### config.mk
export PLATFORM = sky130hd
export DESIGN_NAME = carregador_instrucoes
export DESIGN_NICKNAME = d
export VERILOG_FILES = /design/src/rtl/carregador_instrucoes_pkg.sv /design/src/rtl/carregador_instrucoes_montador_palavra.sv /design/src/rtl/carregador_instrucoes.sv
export SDC_FILE = /design/constraint.sdc
export NUM_CORES = 1
export LEC_CHECK = 0
export ABC_AREA = 1
export BUFFER_PORTS_ARGS = -buffer_cell sky130_fd_sc_hd__clkbuf_2
export CORE_MARGIN = 4
export CORE_UTILIZATION = 45
export CTS_BUF_LIST = sky130_fd_sc_hd__clkbuf_4 sky130_fd_sc_hd__clkbuf_8
export DETAILED_ROUTE_END_ITERATION = 6
export GPL_ROUTABILITY_DRIVEN = 0
export PLACE_DENSITY = 0.69
export SLEW_MARGIN = 20
export SYNTH_ARGS = -nofsm -noshare
export SYNTH_HDL_FRONTEND = slang
export SYNTH_SLANG_ARGS = --single-unit
### constraint.sdc
create_clock -name clk -period 2.7 [get_ports clk]
set_input_delay 0.405 -clock clk [delete_from_list [all_inputs] [get_ports clk]]
set_output_delay 0.405 -clock clk [all_outputs]
set_load 0.005 [all_outputs]
### src/rtl/carregador_instrucoes_pkg.sv
// rtl/carregador_instrucoes_pkg.sv - shared states and constants for the program loader
package carregador_instrucoes_pkg;

    localparam int LEN_WIDTH         = 16;
    localparam int BYTES_POR_PALAVRA = 4;

    typedef enum logic [2:0] {
        IDLE   = 3'd0,
        LEN_HI = 3'd1,
        LEN_LO = 3'd2,
        DATA   = 3'd3,
        WRITE  = 3'd4,
        DONE   = 3'd5,
        ERRO   = 3'd6
    } estado_t;

endpackage

### src/rtl/carregador_instrucoes_montador_palavra.sv
// rtl/carregador_instrucoes_montador_palavra.sv - big-endian byte-to-word shift register
module montador_palavra
    import carregador_instrucoes_pkg::*;
(
    input  logic        clk,
    input  logic        rst_n,
    input  logic        clear,
    input  logic        shift,
    input  logic [7:0]  byte_in,
    output logic [31:0] word,
    output logic        full
);

    logic [1:0] cnt;

    // full flags the shift that completes the word, so the FSM can leave DATA on that edge
    assign full = shift && (cnt == 2'(BYTES_POR_PALAVRA - 1));

    always_ff @(posedge clk or negedge rst_n) begin
        if (!rst_n) begin
            cnt  <= 2'd0;
            word <= 32'd0;
        end else if (clear) begin
            cnt  <= 2'd0;
            word <= 32'd0;
        end else if (shift) begin
            cnt  <= cnt + 2'd1;
            word <= {word[23:0], byte_in};
        end
    end

endmodule

### src/rtl/carregador_instrucoes.sv
// rtl/carregador_instrucoes.sv - stream-fed instruction-memory program loader
module carregador_instrucoes
    import carregador_instrucoes_pkg::*;
#(
    parameter int          ADDR_WIDTH = 8,
    parameter logic [31:0] BASE_ADDR  = 32'h0000_0000
) (
    input  logic        clk,
    input  logic        rst_n,
    input  logic        start,
    input  logic [7:0]  in_data,
    input  logic        in_valid,
    output logic        in_ready,
    output logic        mem_we,
    output logic [31:0] mem_addr,
    output logic [31:0] mem_wdata,
    output logic        cpu_hold,
    output logic        busy,
    output logic        done,
    output logic        erro
);

    localparam logic [LEN_WIDTH:0] PROFUNDIDADE = {{LEN_WIDTH{1'b0}}, 1'b1} << ADDR_WIDTH;

    estado_t                estado, estado_prox;
    logic [LEN_WIDTH-1:0]   n_reg, n_prox, n_lido;
    logic [ADDR_WIDTH:0]    word_index, wi_prox;
    logic                   aceita, limpa, desloca, cheio;
    logic [31:0]            palavra;

    assign in_ready = (estado == LEN_HI) || (estado == LEN_LO) || (estado == DATA);
    assign busy     = in_ready || (estado == WRITE);
    assign cpu_hold = busy;
    assign done     = (estado == DONE);
    assign erro     = (estado == ERRO);
    assign mem_we   = (estado == WRITE);
    // address and data are held at zero outside the write cycle
    assign mem_addr  = mem_we ? BASE_ADDR + (32'(word_index) << 2) : 32'd0;
    assign mem_wdata = mem_we ? palavra : 32'd0;

    assign aceita = in_valid && in_ready;
    assign n_lido = {n_reg[LEN_WIDTH-1:8], in_data};

    montador_palavra u_montador (
        .clk     (clk),
        .rst_n   (rst_n),
        .clear   (limpa),
        .shift   (desloca),
        .byte_in (in_data),
        .word    (palavra),
        .full    (cheio)
    );

    always_ff @(posedge clk or negedge rst_n) begin
        if (!rst_n) begin
            estado     <= IDLE;
            n_reg      <= '0;
            word_index <= '0;
        end else begin
            estado     <= estado_prox;
            n_reg      <= n_prox;
            word_index <= wi_prox;
        end
    end

    always_comb begin
        estado_prox = estado;
        n_prox      = n_reg;
        wi_prox     = word_index;
        limpa       = 1'b0;
        desloca     = 1'b0;
        case (estado)
            IDLE, DONE, ERRO: begin
                if (start) begin
                    estado_prox = LEN_HI;
                    wi_prox     = '0;
                    limpa       = 1'b1;
                end
            end
            LEN_HI: begin
                if (aceita) begin
                    n_prox      = {in_data, n_reg[7:0]};
                    estado_prox = LEN_LO;
                end
            end
            LEN_LO: begin
                if (aceita) begin
                    n_prox = n_lido;
                    if (n_lido == '0)
                        estado_prox = DONE;
                    else if ({1'b0, n_lido} > PROFUNDIDADE)
                        estado_prox = ERRO;
                    else
                        estado_prox = DATA;
                end
            end
            DATA: begin
                if (aceita) begin
                    desloca = 1'b1;
                    if (cheio)
                        estado_prox = WRITE;
                end
            end
            WRITE: begin
                wi_prox = word_index + {{ADDR_WIDTH{1'b0}}, 1'b1};
                if (32'(word_index) + 32'd1 == 32'(n_reg))
                    estado_prox = DONE;
                else
                    estado_prox = DATA;
            end
            default: estado_prox = IDLE;
        endcase
    end

endmodule

==> out/results.ini <==
[worst_setup_path]
endpoint_kind = primary output
crit_path_max_fanout = 35
crit_path_start = estado[1]$_DFFE_PN0P_
crit_arrival_ns = 1.85
start_kind = flip-flop
r2r_start = estado[2]$_DFFE_PN0P_
critPathRequiredTime_ns = 2.30
path_class = flip-flop to primary output

[sta]
min_period_ns = 2.258
slew_headroom = 0.4498
slew_viol_final = 0
fin_skew_ns = 0.01158
fmax_ghz = 0.4428
rsz0062_at_grt = no
worst_slack_ns = 0.4418
setup_tns_ns = 0
post-route-period-util = 0.8364
tightest_slew_ns = 0.8209
finalHoldViolCount = 0
setup_violations = 0

[power]
clockPowerShare = 0.270
intPower_mw = 2.051
p_sw_frac = 0.3873
pwr-share-seq = 0.407
ir_drop_uv = 417.5
comb_power_share = 0.323
power_switching_mw = 1.297
p_leak_nw = 2.208
pwr_density_cell_nw_per_um2 = 841.5

[run]
maxCapViolCount = 0

[synthesis]
synth.largest_area_cell = dfrtp_1
yosys_warnings = 0
synth_area_per_cell_sq_um = 7.586
ys_seq_area_frac = 0.4456
ys_seq_elements = 62
syn_inst = 459
synthesis.area_sq_um = 3482
synthTopCellsByArea = dfrtp_1 (45%), inv_1 (11%), nand2_1 (8.4%)
yosysTopAreaCellShare = 0.4456
synth.lib_cells_used.distinct = 28

[detailed_routing]
via_per_inst = 4.771
ant_nets = 0
drc = 0
dr.pass1.iters = 5
vias = 2958
routed_wirelength_mm = 7.667
post_drt_wl_per_cell_microns = 12.37
first_iter_violations = 137

[floorplanning]
start_util = 0.4725
num_io_pins = 82
rows = 31
die_w_microns = 95.97
die-height_microns = 95.97
die-area_sq_um = 9209
core_sq_um = 7370

[clocking]
cts_resized = 0
hold_buffers = 0
cts.htree.levels = 3
root_buffer = clkbuf_8
cts_buffer_depth = 2
cts_sinks = 62
cts_setup_buffers = 0
cts_tree = done
clkTransAtPathRegs_ns = 0.08
numCtsBuffers = 9
clkLatencyLatePin_ns = 0.34

[min_path]
hold_class = input pin to asynchronous set/reset pin

[placed_design]
dp.final_hpwl_mm = 5.680
post-place-cells = 604
portBuffers = 58
dp_worst_setup_slack_ns = 0.7775

[cells_and_area]
fin_cells = 620
drive_above_1_share = 0.1727
areaGrowthSynthToFinish_pct = 14.27
finish.utilization = 0.5399
antenna_cells = 0
largest_reg_flops = 32
nNetsFinal = 530
fill_cells = 718

[run_status]
status = completed

[global_routing]
grt_max_degree = 36
grt_overflow = 0
grt_antenna_before_repair = 0
grt_usage = 0.1826
grt_pass1_wl_mm = 13.00
grt_pass1_vias = 2778

[power groups by stage]
stage	Sequential [mW]	Clock [mW]	Combinational, mW
after floorplan	1.29	0	0.912
after global placement	1.36	0	1.07
after detailed placement	1.37	0	1.08
after CTS	1.36	0.928	1.09
after global routing	1.39	0.972	1.26
final	1.36	0.905	1.08
[worst max-delay path: stages (launching register included)]
cell	delay, ns
dfrtp_1	0.42
nor2_1	0.18
nand2_1	0.37
buf_12	0.31
nor2_1	0.11
clkbuf_2	0.13
[kinds of logic after synthesis]
family / after synthesis / share of synthesized area
AND/OR/NAND/NOR: 180 / 0.2203
buffers and inverters: 146 / 0.1922
AO/OA/AOI/OAI: 65 / 0.1222
flip-flops: 62 / 0.4456
XOR/XNOR: 3 / 0.01150
adder cells (fa/ha/maj): 2 / 0.007185
other: 1 / 0.001077
[final timing paths]
path / slack, ns / to / depth (start not counted)
max: 0.44 / mem_wdata[5] / 5
max reg2reg: 0.79 / u_montador.word[18]$_DFFE_PN0P_ / 7
max in group asynchronous: 1.94 / n_reg[6]$_DFFE_PN0P_ / 2
min: 0.02 / word_index[3]$_DFFE_PN0P_ / 1
min reg2reg: 0.49 / u_montador.word[24]$_DFFE_PN0P_ / 2
min in group clk: 0.35 / n_reg[14]$_DFFE_PN0P_ / 3
[cells in the final DEF (no fill, tap or decap), drive strengths merged, types with 4 or more instances in the layout]
cell type  Yosys  layout
buf           36       4
a22oi         34      34
conb           1      23
nand2         78      78
o22ai          6       6
nor2          69      69
nand3         23      23
o21ai         22      22
dfrtp         62      62
inv          108     109
nand4          4       4
clkbuf         2      67
nand3b         4       4
[per-stage QoR]
step	hold slack [ns]	total power, mW	cell area, sq um
5_1_grt	0.05643	3.624	3979
6_report	0.02050	3.348	3979
2_1_floorplan	0.1094	2.207	3565
3_3_place_gp	0.4048	2.427	3757
4_1_cts	0.03154	3.378	3979
3_5_place_dp	0.4104	2.459	3757
[synthesized netlist by cell type]
| library cell | number |
|---|---|
| buf_2 | 7 |
| nor2_1 | 61 |
| clkbuf_1 | 2 |
| ha_1 | 2 |
| inv_1 | 106 |
| nor2_2 | 6 |
| nor3_2 | 1 |
| xnor3_1 | 1 |
| nand3b_1 | 4 |
| a22oi_1 | 34 |
| o22ai_1 | 6 |
| a31oi_2 | 1 |
| buf_4 | 24 |
| xor2_1 | 1 |
| xnor2_1 | 1 |
| conb_1 | 1 |
| buf_6 | 3 |
| inv_2 | 2 |
| o21ai_1 | 1 |
| o21ai_0 | 21 |
| nand4_1 | 4 |
| nor2_4 | 2 |
| buf_1 | 2 |
| nand3_1 | 23 |
| nor3_1 | 1 |
| dfrtp_1 | 62 |
| a21oi_1 | 2 |
| nand2_1 | 78 |
[per-layer routing]
metal	up-vias	global-route usage	wire length, microns
met3	8	0.03987	442
li1	1487	-	-
met1	1375	0.2478	3554
met5	-	0	0
met2	88	0.2831	3582
met4	0	0.07464	88
[area by class of cell]
class,instances,area [sq um],area share
well taps,99,123.9,0.03113
flip-flops and latches,62,1551,0.3899
inverters,108,405.4,0.1019
repair buffers,62,332.8,0.08365
multi-input cells,273,1344,0.3377
clock buffers,9,123.9,0.03113
clock inverters,7,97.59,0.02453
No activity file was read; power rests on OpenSTA's default activity.
